### src/rtl/mem_port_arbiter_pkg.sv
// Shared encodings for the memory-port arbiter and its requesters.
package mem_port_arbiter_pkg;

   // Access size encoding used by fetch, ld_st_unit and the memory port.
   localparam logic [1:0] DS_BYTE  = 2'd0;
   localparam logic [1:0] DS_WYDE  = 2'd1;
   localparam logic [1:0] DS_TETRA = 2'd2;
   localparam logic [1:0] DS_OCTA  = 2'd3;

   // One-hot grant indication: bit 0 fetch, bit 1 data.
   typedef logic [1:0] owner_t;
   localparam owner_t OWN_NONE  = 2'b00;
   localparam owner_t OWN_FETCH = 2'b01;
   localparam owner_t OWN_DATA  = 2'b10;

endpackage

### src/rtl/mem_port_arbiter_if.sv
// Requester and memory-side signals of the shared memory port.
// master: the arbiter's view; slave: the requesters/memory view.
interface mem_port_arbiter_if;
   import mem_port_arbiter_pkg::*;

   logic [63:0] f_address;
   logic [1:0]  f_datasize;
   logic        f_read;
   logic [63:0] f_readdata;
   logic        f_done;

   logic [63:0] d_address;
   logic [1:0]  d_datasize;
   logic        d_read;
   logic        d_write;
   logic [63:0] d_writedata;
   logic [63:0] d_readdata;
   logic        d_done;

   logic [63:0] mem_address;
   logic [1:0]  mem_datasize;
   logic        mem_read;
   logic        mem_write;
   logic [63:0] mem_writedata;
   logic [63:0] mem_readdata;
   logic        mem_done;

   owner_t      owner;

   modport master (
      input  f_address, f_datasize, f_read,
      output f_readdata, f_done,
      input  d_address, d_datasize, d_read, d_write, d_writedata,
      output d_readdata, d_done,
      output mem_address, mem_datasize, mem_read, mem_write, mem_writedata,
      input  mem_readdata, mem_done,
      output owner
   );

   modport slave (
      output f_address, f_datasize, f_read,
      input  f_readdata, f_done,
      output d_address, d_datasize, d_read, d_write, d_writedata,
      input  d_readdata, d_done,
      input  mem_address, mem_datasize, mem_read, mem_write, mem_writedata,
      output mem_readdata, mem_done,
      input  owner
   );

endinterface

### src/rtl/mem_port_arbiter.sv
// Two-way arbiter sharing one memory port between instruction fetch and
// the load/store unit. Grant is held until mem_done or requester abort.
//
// state   | meaning
// --------+---------------------------------------------------------
// S_IDLE  | port free, no grant; mem_* driven to 0
// S_GNT_F | fetch owns the port; its request passes to memory
// S_GNT_D | load/store owns the port; its request passes to memory
module mem_port_arbiter
   import mem_port_arbiter_pkg::*;
#(
   parameter int STARVE_LIMIT = 4
) (
   input  logic               clk,
   input  logic               reset_n,
   mem_port_arbiter_if.master bus
);

   localparam int CNT_W = $clog2(STARVE_LIMIT + 1);
   localparam logic [CNT_W-1:0] CNT_MAX = CNT_W'(STARVE_LIMIT);

   localparam logic [1:0] S_IDLE  = 2'd0;
   localparam logic [1:0] S_GNT_F = 2'd1;
   localparam logic [1:0] S_GNT_D = 2'd2;

   logic [1:0]       state_q, state_d;
   logic [CNT_W-1:0] starve_cnt_q, starve_cnt_d;
   logic             f_pend, d_pend;

   assign f_pend = bus.f_read;
   assign d_pend = bus.d_read | bus.d_write;

   // Next grant; at completion the finishing owner's request is ignored so
   // the other side gets the port without an idle cycle.
   always_comb begin
      state_d = S_IDLE;
      case (state_q)
         S_IDLE: begin
            if (f_pend && d_pend)
               state_d = (starve_cnt_q == CNT_MAX) ? S_GNT_F : S_GNT_D;
            else if (f_pend)
               state_d = S_GNT_F;
            else if (d_pend)
               state_d = S_GNT_D;
         end
         S_GNT_F: begin
            if (bus.mem_done)
               state_d = d_pend ? S_GNT_D : S_IDLE;
            else if (f_pend)
               state_d = S_GNT_F;
         end
         S_GNT_D: begin
            if (bus.mem_done)
               state_d = f_pend ? S_GNT_F : S_IDLE;
            else if (d_pend)
               state_d = S_GNT_D;
         end
         default: state_d = S_IDLE;
      endcase
   end

   // Starvation count: data grants taken while fetch keeps waiting.
   always_comb begin
      starve_cnt_d = starve_cnt_q;
      if (!bus.f_read)
         starve_cnt_d = '0;
      else if (state_d == S_GNT_F && state_q != S_GNT_F)
         starve_cnt_d = '0;
      else if (state_d == S_GNT_D && state_q != S_GNT_D && starve_cnt_q != CNT_MAX)
         starve_cnt_d = starve_cnt_q + CNT_W'(1);
   end

   // State and counter registers.
   always_ff @(posedge clk, negedge reset_n) begin
      if (!reset_n) begin
         state_q      <= S_IDLE;
         starve_cnt_q <= '0;
      end else begin
         state_q      <= state_d;
         starve_cnt_q <= starve_cnt_d;
      end
   end

   // Port mux keyed on the current grant; S_IDLE (also forced by reset)
   // drives every output to 0.
   always_comb begin
      bus.mem_address   = '0;
      bus.mem_datasize  = '0;
      bus.mem_read      = 1'b0;
      bus.mem_write     = 1'b0;
      bus.mem_writedata = '0;
      bus.f_done        = 1'b0;
      bus.f_readdata    = '0;
      bus.d_done        = 1'b0;
      bus.d_readdata    = '0;
      bus.owner         = OWN_NONE;
      case (state_q)
         S_GNT_F: begin
            bus.owner        = OWN_FETCH;
            bus.mem_address  = bus.f_address;
            bus.mem_datasize = bus.f_datasize;
            bus.mem_read     = bus.f_read;
            bus.f_done       = bus.mem_done;
            bus.f_readdata   = bus.mem_done ? bus.mem_readdata : '0;
         end
         S_GNT_D: begin
            bus.owner         = OWN_DATA;
            bus.mem_address   = bus.d_address;
            bus.mem_datasize  = bus.d_datasize;
            bus.mem_read      = bus.d_read;
            bus.mem_write     = bus.d_write;
            bus.mem_writedata = bus.d_writedata;
            bus.d_done        = bus.mem_done;
            bus.d_readdata    = bus.mem_done ? bus.mem_readdata : '0;
         end
         default: ;
      endcase
   end

endmodule

### src/flat_wrapper.sv
// flat-port wrapper written by rule: the top's interface ports become plain ports
module mem_port_arbiter_flat import mem_port_arbiter_pkg::*;
#(
   parameter int STARVE_LIMIT = 4
)
  (clk, reset_n, bus_f_address, bus_f_datasize, bus_f_read, bus_f_readdata, bus_f_done, bus_d_address, bus_d_datasize, bus_d_read, bus_d_write, bus_d_writedata, bus_d_readdata, bus_d_done, bus_mem_address, bus_mem_datasize, bus_mem_read, bus_mem_write, bus_mem_writedata, bus_mem_readdata, bus_mem_done, bus_owner);
  mem_port_arbiter_if bus_i ();
  input  logic clk;
  input  logic reset_n;
  input wire logic [$bits(bus_i.f_address)-1:0] bus_f_address;
  input wire logic [$bits(bus_i.f_datasize)-1:0] bus_f_datasize;
  input wire logic [$bits(bus_i.f_read)-1:0] bus_f_read;
  output wire logic [$bits(bus_i.f_readdata)-1:0] bus_f_readdata;
  output wire logic [$bits(bus_i.f_done)-1:0] bus_f_done;
  input wire logic [$bits(bus_i.d_address)-1:0] bus_d_address;
  input wire logic [$bits(bus_i.d_datasize)-1:0] bus_d_datasize;
  input wire logic [$bits(bus_i.d_read)-1:0] bus_d_read;
  input wire logic [$bits(bus_i.d_write)-1:0] bus_d_write;
  input wire logic [$bits(bus_i.d_writedata)-1:0] bus_d_writedata;
  output wire logic [$bits(bus_i.d_readdata)-1:0] bus_d_readdata;
  output wire logic [$bits(bus_i.d_done)-1:0] bus_d_done;
  output wire logic [$bits(bus_i.mem_address)-1:0] bus_mem_address;
  output wire logic [$bits(bus_i.mem_datasize)-1:0] bus_mem_datasize;
  output wire logic [$bits(bus_i.mem_read)-1:0] bus_mem_read;
  output wire logic [$bits(bus_i.mem_write)-1:0] bus_mem_write;
  output wire logic [$bits(bus_i.mem_writedata)-1:0] bus_mem_writedata;
  input wire logic [$bits(bus_i.mem_readdata)-1:0] bus_mem_readdata;
  input wire logic [$bits(bus_i.mem_done)-1:0] bus_mem_done;
  output wire logic [$bits(bus_i.owner)-1:0] bus_owner;
  assign bus_i.f_address = bus_f_address;
  assign bus_i.f_datasize = bus_f_datasize;
  assign bus_i.f_read = bus_f_read;
  assign bus_f_readdata = bus_i.f_readdata;
  assign bus_f_done = bus_i.f_done;
  assign bus_i.d_address = bus_d_address;
  assign bus_i.d_datasize = bus_d_datasize;
  assign bus_i.d_read = bus_d_read;
  assign bus_i.d_write = bus_d_write;
  assign bus_i.d_writedata = bus_d_writedata;
  assign bus_d_readdata = bus_i.d_readdata;
  assign bus_d_done = bus_i.d_done;
  assign bus_mem_address = bus_i.mem_address;
  assign bus_mem_datasize = bus_i.mem_datasize;
  assign bus_mem_read = bus_i.mem_read;
  assign bus_mem_write = bus_i.mem_write;
  assign bus_mem_writedata = bus_i.mem_writedata;
  assign bus_i.mem_readdata = bus_mem_readdata;
  assign bus_i.mem_done = bus_mem_done;
  assign bus_owner = bus_i.owner;
  mem_port_arbiter #(.STARVE_LIMIT(STARVE_LIMIT)) u_core (.clk(clk), .reset_n(reset_n), .bus(bus_i));
endmodule
### config.mk
export PLATFORM = sky130hd
export DESIGN_NAME = mem_port_arbiter_flat
export DESIGN_NICKNAME = d
export VERILOG_FILES = /design/src/rtl/mem_port_arbiter_pkg.sv /design/src/rtl/mem_port_arbiter_if.sv /design/src/rtl/mem_port_arbiter.sv /design/src/flat_wrapper.sv
export SDC_FILE = /design/constraint.sdc
export NUM_CORES = 1
export LEC_CHECK = 0
export ABC_AREA = 1
export BUFFER_PORTS_ARGS = -buffer_cell sky130_fd_sc_hd__buf_4
export CORE_AREA = 3 3 204 206
export CTS_CLUSTER_DIAMETER = 30
export DETAILED_ROUTE_END_ITERATION = 10
export DIE_AREA = 0 0 207 209
export PLACE_DENSITY = 0.38
export RECOVER_POWER = 50
export SYNTH_ARGS = -nofsm -noshare
export SYNTH_HDL_FRONTEND = slang
export SYNTH_SLANG_ARGS = --single-unit
### constraint.sdc
create_clock -name clk -period 3.17 [get_ports clk]
set_clock_uncertainty 0.2 [all_clocks]
set_input_delay 0.4755 -clock clk [delete_from_list [all_inputs] [get_ports clk]]
set_output_delay 0.4755 -clock clk [all_outputs]
set_load 0.005 [all_outputs]
======== After elaboration in Yosys (flattened, before gate mapping) ========
Index checks and enable logic that the tools add are counted.
operators by class
  $add $sub $neg .......................... 1
  equal/unequal tests ..................... 9
  muxes and demuxes ....................... 22
  bitwise operators ....................... 1
  reductions and logical operators ........ 5
operator list
  kind                                                                      count
  64-bit two-way mux                                                        4
  64-bit case mux with 2 select lines                                       1
  2-bit two-way mux                                                         6
  3-bit two-way mux                                                         3
  2-bit case mux with 2 select lines                                        2
  2-bit case mux with 3 select lines                                        1
  2-bit by 1-bit == test with 1-bit output (second input constant)          2
  2-bit == test (second input constant)                                     2
  1-bit logical AND                                                         4
  1-bit two-way mux                                                         4
  3-bit by 1-bit adder with 3-bit output (second input constant)            1
  3-bit == test (second input constant)                                     1
  3-bit by 1-bit inequality test with 1-bit output (second input constant)  1
  3-bit inequality test (second input constant)                             1
  2-bit logical NOT                                                         1
  2-bit by 1-bit inequality test with 1-bit output (second input constant)  1
  2-bit inequality test (second input constant)                             1
  1-bit case mux with 2 select lines                                        1
  1-bit OR                                                                  1
word-level totals
  bits in registers ....................... 5
  input bits .............................. 266
  output and inout port bits .............. 264
  word-level logic and storage cells ...... 40

======== Depth between registers and ports, before layout ========
Gate-level depths: netlist (run 1).
  word-level depth ........................ 11
  depth in mapped cells ................... 12
  depth with buffers taken out ............ 11

======== Worst setup path before layout (run 1) ========
OpenSTA, ideal clock, no wires.
  path type ............................... reg2out
  from .................................... register u_core.state_q[1]
  to ...................................... output port bus_mem_address[0]
  arrival time ............................ 1347 ps
  data required time ...................... 2494 ps
  path slack .............................. 1148 ps
  cell stages (with the launch flop) ...... 8
  buffers on the path ..................... 3
  cells stage by stage .................... dfrtp_1 -> inv_1 -> ha_1 -> buf_2 -> buf_2 -> buf_2 -> nand2_1 -> a21oi_1
between the ends
  word-level cells in the longest chain between the ends .. 2
  elaborated cells between the ends (all ways) .. 3
  those cells by class .................... eq/ne (2); mux (1)
ends and longest elaborated chain
  item                                                                       line                    text
  start, declared                                                            mem_port_arbiter.sv:26  logic [1:0] state_q, state_d;
  start signal, assigned                                                     mem_port_arbiter.sv:79  state_q <= state_d;
  2-bit == test or 2-bit by 1-bit == test with 1-bit output (tied branches)  mem_port_arbiter.sv:97  case (state_q)
  64-bit case mux with 2 select lines (*)                                    mem_port_arbiter.sv:97
  end, declared                                                              flat_wrapper.sv:22      output wire logic [$bits(bus_i.mem_address)-1:0] bus_mem_address;
Every way passes the cells marked *; elsewhere a longest branch is shown, timed or not.

======== Final worst setup path (run 1) ========
  from .................................... register u_core.state_q[0]
  to ...................................... output port bus_mem_address[52]
The elaborated chain is that of the path after synthesis.

==> summary by stage, run 1 <==
Outcome
The run finished with clean final reports.

STA
Dividing the final minimum period by the clock period gives 90.0%. The shortest period the worst path allows is 2.85 ns. Setup repair after global routing left no endpoint under its margin.

The hold violation count in the final report is 0. The maximum clock rate is 351 MHz. Measured against its own limit, the worst slew margin works out to 52.9%. The number of pins exceeding their max-slew limit in the final report came to 0. The total negative slack is 0 ns. The number of failing setup endpoints in the final timing report is 0. The slew at the pin with the worst max-slew slack is 0.707 ns. The slack of the critical path is 0.317 ns.

Yosys
The sequential element share of the synthesized area is 4.63%. In the synthesized netlist the dominant register cell turns out to be dfrtp_1. The netlist area before placement is 0.00270 mm².

The post-synthesis simple-gate area fraction is 50.5%. The number of instances in the synthesized netlist is 629. After Yosys synthesis, full adders, half adders and majority gates account for 3.24% of the synthesized area. The compound-cell area share of the yosys netlist is 13.4%. The Yosys step of the flow raised 0 warnings. Of all flip-flops after synthesis, the portion carrying an async set or reset was 100%. In this run, synthesis inferred 0 flip-flops with an integrated enable. The share of synthesized area in the top cell type comes to 30.0%. The number of different library cells used by synthesis comes to 19. The commonest cells after synthesis are nand2_1 (216), inv_1 (140), nor2_1 (131). nand2_1 is the most common cell in the netlist. Counting flops and latches in the post-synthesis netlist gives 5. In the post-synthesis netlist, the biggest area contributors are nand2_1 (30%), inv_1 (19%), nor2_1 (18%). The net count after synthesis is 902.

Measured against the total synthesized area, the mux share comes to 0%. The synthesized area per cell is 4.29 µm². After synthesis, the largest family of logic cells by area is simple AND/OR/NAND/NOR gates. Summing the areas of all xor and xnor instances in the mapped netlist gives 0.324% of the synthesized area. The library cell occupying the most area in the post-synthesis netlist is nand2_1.

Die
The area inside the core boundary is 0.0398 mm². The total I/O pin count is 530. The width of the die is 207 µm.

The die is 209 µm tall. The starting density of the core is 6.78%. The initialized floorplan defines 73 standard-cell rows. The area enclosed by the die boundary is 0.0433 mm².

CTS
The clock buffer count from CTS is 3. Once the clock tree was built, the resizer swapped 0 gates to a different size. The maximum clock insertion buffer count is 2.

After clock tree synthesis, the clock-pin slew on the worst setup and hold paths is 0.03 ns. The root buffer cell is clkbuf_16. At the later pin of the worst-skew pair, clock insertion delay measures 0.23 ns. For this design, the sink count on the clock tree is 5.

CTS built an H-tree with a depth of 1. TritonCTS built the clock tree.

Placed design
The global placer's final weighted congestion is 0.882. Buffers placed on the I/O ports in this run total 529. The final HPWL from detailed placement is 20400 µm.

Timing analysis after detailed placement gives a worst setup slack of 0.590 ns.

Detailed routing
Dividing the detail-routed wire length by the instance count gives 14.1 µm. The post-route DRC violation count is 0. The final layout contains routed wiring with a total length of 23500 µm. The final route contains 5560 vias. The violation count after the first detailed-routing iteration is 318. The via count normalized by instance count is 3.35. The detail route stage leaves a number of antenna-violating nets equal to 0. The length of the first detailed-routing pass in iterations is 4.

Critical path
Data arrives at the worst endpoint at 2.18 ns. The critical path in this run is classified as reg2out. The signal on the critical path passes through inv_1, ha_1, inv_2, clkbuf_4, a21oi_1, clkbuf_4. The critical path depth in cells is 6. The family of cells with the greatest summed delay on the critical path is buffers and inverters. The critical path buffer and inverter count is 4. The critical-path cell with the highest stage delay is clkbuf_4.

For the worst setup path, the data required time is 2.49 ns. The category of the worst setup path launch point is a flop. The maximum cell stage delay along the critical path is 0.48 ns. In this design, the critical path's most frequently occurring cell is clkbuf_4.

The number of cells traversed by the worst register-to-register path is 12. STA classifies the critical path endpoint as an output pin. The critical-path maximum fanout is 33.

Finish
Compared with the post-synthesis result, the final layout area differs by 169%. For this run, the post-layout net count is 1409. The fraction of final layout cells with drive strength greater than 1 is 46.4%.

Flow run
The tool flagged a number of max-cap violations equal to 0.

Min path
The worst hold path depth is 3. The min-delay analysis places its worst path in the category in2reg.

Global routing
The initial antenna violation count is 2. The via count of the first global-routing pass is 5608. The global-route usage over all layers is 9.90%. The total overflow left after global routing is 0.

The first-pass GRT wire length is 33600 µm. Entering global routing, the biggest net connects 66 pins.

Pwr
Across the VDD grid, the largest voltage drop is 0.000283 V. The static leakage is 4.44 nW. Power spread over the standard cell area amounts to 466 mW/mm².
[state kept, by name, indices dropped and copies added (netlist names)]
| register | flops |
|---|---|
| u_core.starve_cnt_q | 3 |
| u_core.state_q | 2 |
[layout make-up]
type                    instances  area, µm²
fillers                      4664      32600
diodes                          2       5.00
clock buffers                   4       78.8
repair buffers                546       4020
well taps                     525        657
multi-input cells             435       1840
flip-flops and latches          5        125
inverters                     145        544
[per-layer routing]
layer  track usage (%)  part of all wire [%]  up-vias
met2              18.9                    52      330
met3              2.31                   8.3       19
met4              2.76                   2.2        0
met5                 0                     0        -
met1              10.9                    37     2411
li1                  -                     -     2800
[worst register-to-register path, delay by kind of cell, from the launching register on]
family        cells  cell delay [ns]
fa+ha+maj         1             0.28
flops             1             0.40
simple gates      8             1.10
buf+inv           3             0.51
[final timing paths]
path,from,end,slack [ns]
worst min register to register,u_core.starve_cnt_q[1],u_core.starve_cnt_q[1],0.36
worst min-delay path,bus_f_read,u_core.starve_cnt_q[0],0.33
min in group asynchronous,reset_n,u_core.starve_cnt_q[0],0.49
max in group asynchronous,reset_n,u_core.starve_cnt_q[2],2.03
worst max register to register,u_core.state_q[0],u_core.starve_cnt_q[1],0.62
worst max-delay path,u_core.state_q[0],bus_mem_address[52],0.32
[per-stage QoR]
stage | util, % | cells | area, µm² | power, mW | hold WS (ns)
after floorplan | - | 629 | 2700 | 1.46 | -0.0201
final | 18.3 | 1662 | 7270 | 3.39 | 0.332
after CTS | 18.6 | 1660 | 7410 | 3.65 | 0.341
after detailed placement | 18.4 | 1655 | 7320 | 3.41 | 0.0906
after global routing | 18.3 | 1662 | 7270 | 3.76 | 0.360
after global placement | 18.4 | 1655 | 7320 | 3.46 | 0.0904
[layout by cell type, fill, tap and decap left out, types with 3 or more instances in the layout]
cell type / n
clkbuf_4: 88
inv_1: 140
buf_12: 3
nand4_1: 3
inv_2: 4
clkbuf_1: 32
buf_4: 422
nand2_1: 216
dfrtp_1: 5
ha_1: 5
nand3_1: 3
a21oi_1: 69
clkbuf_16: 3
nor2_1: 131
[logic make-up (layout without fill, tap and decap cells)]
kind of cell | after synthesis | in the layout
DFF | 5 | 5
xor gates and xnor gates | 1 | 1
adders and majority gates | 7 | 7
other | 0 | 2
buffers and inverters | 189 | 695
and+or+nand+nor | 357 | 357
AOI/OAI and AO/OA | 70 | 70
[repair_timing]
| item | CTS | global route |
|---|---|---|
| hold buffers | 1 | 0 |
| hold endpoints to repair | 5 | 0 |
| setup buffers | 0 | 0 |
[power breakdown]
part	switching, mW	internal, mW	leakage [nW]	total, mW
clock	0.0435	0.167	0.0382	0.210
sequential	0.0207	0.0822	0.0667	0.103
combinational	1.68	1.40	4.33	3.08
Power figures use the tool's default switching activity.
==> run 2, diff against run 1 <==
--- a/config.mk
+++ b/config.mk
@@ -13,6 +13,7 @@
 export DIE_AREA = 0 0 207 209
 export PLACE_DENSITY = 0.38
 export RECOVER_POWER = 50
+export REMOVE_ABC_BUFFERS = 1
 export SYNTH_ARGS = -nofsm -noshare
 export SYNTH_HDL_FRONTEND = slang
 export SYNTH_SLANG_ARGS = --single-unit
==> run 2 against run 1 <==
  * Clock power is essentially flat
  * Die area is the same
  * Final cell count grew 0.12%
  * Critical endpoint is now bus_f_readdata[53]
  * Combinational power grew 3%
  * Core utilization is essentially flat
  * Wire length grew 2.1%
  * Worst setup slack gained 0.16 ns
  * Global-route usage grew 0.27 points
  * Maximum frequency grew 5.9%
==> summary by stage, run 2 (synthesized netlist as in run 1, its figures left out) <==
Critical path
Walking the worst path, the cells encountered are inv_1, ha_1, nand2_2, clkbuf_4, nor2_1, clkbuf_1. The data arrival time at the worst-slack endpoint came to 2.02 ns (-0.16 ns). The setup slack on the worst flop-to-flop path was 0.53 ns (-0.09 ns). The worst setup path is of the reg2out kind. The number of cells traversed by the worst register-to-register path was 11 (-1). The data required time of the worst path is 2.49 ns (about the same). The maximum cell stage delay along the critical path is 0.42 ns (-0.06 ns).

On the critical path, the stage with the largest delay is an instance of dfrtp_1. The critical path depth in cells is 6 (unchanged). The critical path buffer and inverter count was 3 (-1). The end point of the critical path is bus_f_readdata[53]. The endpoint type of the worst setup path is an output pin. In this run the worst setup path begins at u_core.state_q[1]. The category of the worst setup path launch point is a flop. The critical-path maximum fanout is 65 (+97%). The worst register-to-register path begins at u_core.state_q[1]. The family of cells with the greatest summed delay on the critical path is buffers and inverters. The endpoint of the worst register-to-register path is u_core.starve_cnt_q[1].

Global routing
The via count of the first global-routing pass is 5745 (+2.4%). The largest net degree at the start of global routing is 66 (unchanged). The total overflow reported by the global router is 0 (unchanged). The first-pass GRT wire length is 34500 µm (+2.6%). The initial antenna violation count is 1 (-1). The global-route usage over all layers is 10.2% (+0.27 points).

CTS
The clock transition at the register clock pins on the worst setup and hold paths after CTS was 0.03 ns (about the same). The sink count of the clock tree is 5 (unchanged). The number of post-CTS setup repair buffers is 0 (unchanged). The clock buffer count from CTS is 3 (unchanged).

TritonCTS built the clock tree. The maximum clock insertion buffer count is 2 (unchanged). The number of H-tree branching levels is 1 (unchanged). The clock insertion delay at the later pin of the skew report is 0.23 ns (about the same). The root buffer cell is clkbuf_16.

Finish
The library cell used most frequently in the layout, excluding fill and tap cells, is buf_4. The final net count is 1413 (+0.28%). The count of fill cells added during filler insertion is 4675 (+0.24%). More flip-flops sit in one register than any other, and that register is u_core.starve_cnt_q.

In the final layout, the registers with the most flip-flops are u_core.starve_cnt_q x3, u_core.state_q x2. Leaving out fill and tap cells, the most frequent cells in the layout are buf_4 (422), nand2_1 (215), inv_1 (141). The register area is 125 µm² (unchanged). The number of antenna diodes is 0 (-2). The flip-flop count of the largest register, all copies and words added was 3 (unchanged).

Relative to the synthesized area, the layout overhead comes to 170%. The multi-input gate area in the final layout is 0.00182 mm² (-1.0%). The fraction of final layout cells with drive strength greater than 1 is 45.9% (-0.51 points).

Placed design
The final HPWL from detailed placement is 21400 µm (+4.7%). The total of buffers placed on input and output ports is 529 (unchanged). The worst setup timing slack at the placement stage is 0.549 ns (-0.0412 ns). The global placer's final weighted congestion is 0.854 (-3.2%).

Pwr
The worst-case vdd ir drop was 0.000272 V (-4.0%). The switching part of the total power is 51.1% (-0.25 points). The proportion of power drawn by the clock network is 6.1% (about the same). The net switching power was 1.78 mW (+2.1%). The static leakage is 4.45 nW (+0.15%). The ratio of total power to cell area is 477 mW/mm² (+2.3%).

The internal power consumption is 1.70 mW (+3.1%). The sequential group share of total power was 2.9% (about the same). The part of the power in combinational logic is 91.0% (+0.2 points).

Min path
The worst hold path depth was 3 (unchanged). The tightest min-delay check is of the in2reg type.

Detailed routing
The final wirelength is 24000 µm (+2.1%). The total via count after detailed routing is 5534 (-0.47%). The violation count after the first detailed-routing iteration is 224 (-30%). The length of the first detailed-routing pass in iterations is 4 (unchanged). The average wire length per cell after detail routing is 14.4 µm (+2.0%). The via count normalized by instance count is 3.33 (-0.59%). The post-route DRC violation count was 0 (unchanged). The final antenna-violating net count is 0 (unchanged).

STA
The headroom to the max-slew limit is 48.6% (-4.2 points). The number of pins exceeding their max-slew limit in the final report is 0 (unchanged). The slack of the critical path is 0.477 ns (+0.160 ns). The final worst-path cycle share was 85.0% (-5.0 points).

The total negative slack was 0 ns (unchanged). The slew at the pin with the worst max-slew slack is 0.770 ns (+0.0637 ns). The shortest period the worst path allows is 2.69 ns (-0.160 ns).

The hold violation count in the final report was 0 (unchanged). Setup repair after global routing left no endpoint under its margin. The maximum clock rate was 371 MHz (+5.9%).

The number of failing setup endpoints in the final timing report is 0 (unchanged).

Die
The width of the die is 207 µm (unchanged). The starting density of the core is 6.78% (unchanged). The number of placement rows is 73 (unchanged).

The area enclosed by the die boundary is 0.0433 mm² (unchanged). The area inside the core boundary is 0.0398 mm² (unchanged). The total I/O pin count is 530 (unchanged). The die outline height is 209 µm (unchanged).

Flow run
The number of maximum-capacitance constraint violations came to 0 (unchanged).

Outcome
The flow ran to the end, and the final reports show no timing, DRC or antenna violations.
## run 2: cell count changes in the layout (fill, tap and decap cells not counted), sizes merged
cell    previous run  this run
buf              425       428
diode              2         0
clkbuf           124       125
clkinv             1         2
inv              144       143
## run 2: per-layer routing
layer	vias up	part of all wire (%)	GRT usage [%]
met2	329	55	20.7
met5	-	0.054	0
met1	2385	35	10.3
li1	2801	-	-
met3	17	8.5	2.67
met4	2	1.6	1.94
## run 2: worst min path at each step
stage,startpoint,endpoint
3_3_place_gp,reset_n,u_core.starve_cnt_q[2]
4_1_cts,bus_f_read,u_core.starve_cnt_q[0]
3_5_place_dp,reset_n,u_core.starve_cnt_q[2]
6_report,bus_f_read,u_core.starve_cnt_q[0]
5_1_grt,bus_f_read,u_core.starve_cnt_q[0]
2_1_floorplan,reset_n,u_core.starve_cnt_q[0]
## run 2: worst reg2reg max path, cell delays in order (launching register included)
cell and delay [ns]:
dfrtp_1 0.42, inv_1 0.10, ha_1 0.29, nand2_2 0.06, clkbuf_4 0.42, inv_1 0.19
nor2_1 0.07, a21oi_1 0.30, clkinv_1 0.16, nor3_2 0.22, nand2_1 0.08, nand2_1 0.07
## run 2: cell type report
| cell class | count | area share [%] |
|---|---|---|
| clock buffer | 4 | 1.08 |
| inverter | 145 | 7.47 |
| multi-input combinational | 435 | 25.0 |
| sequential | 5 | 1.72 |
| tap | 525 | 9.01 |
| timing repair buffer | 550 | 55.7 |
## run 2: timing repair
action / CTS / global route
hold endpoints to repair: 5 / 0
resized for setup: 0 / 0
hold buffers: 1 / 0
## run 2: power by group through the flow
| stage | clock network, mW | registers (mW) | logic [mW] |
|---|---|---|---|
| 2_1_floorplan | 0 | 0.0957 | 1.32 |
| 3_3_place_gp | 0 | 0.102 | 3.45 |
| 3_5_place_dp | 0 | 0.102 | 3.41 |
| 5_1_grt | 0.218 | 0.105 | 3.53 |
| 4_1_cts | 0.214 | 0.102 | 3.43 |
| 6_report | 0.213 | 0.101 | 3.16 |
## run 2: stage by stage
step | power [mW] | hold WS, ns | cells | instance area [µm²] | util (%)
4_1_cts | 3.74 | 0.333 | 1664 | 7450 | 18.7
5_1_grt | 3.86 | 0.365 | 1664 | 7290 | 18.3
3_5_place_dp | 3.52 | 0.0874 | 1659 | 7360 | 18.5
6_report | 3.48 | 0.331 | 1664 | 7290 | 18.3
2_1_floorplan | 1.42 | -0.0201 | 585 | 2490 | -
3_3_place_gp | 3.55 | 0.0846 | 1659 | 7360 | 18.5
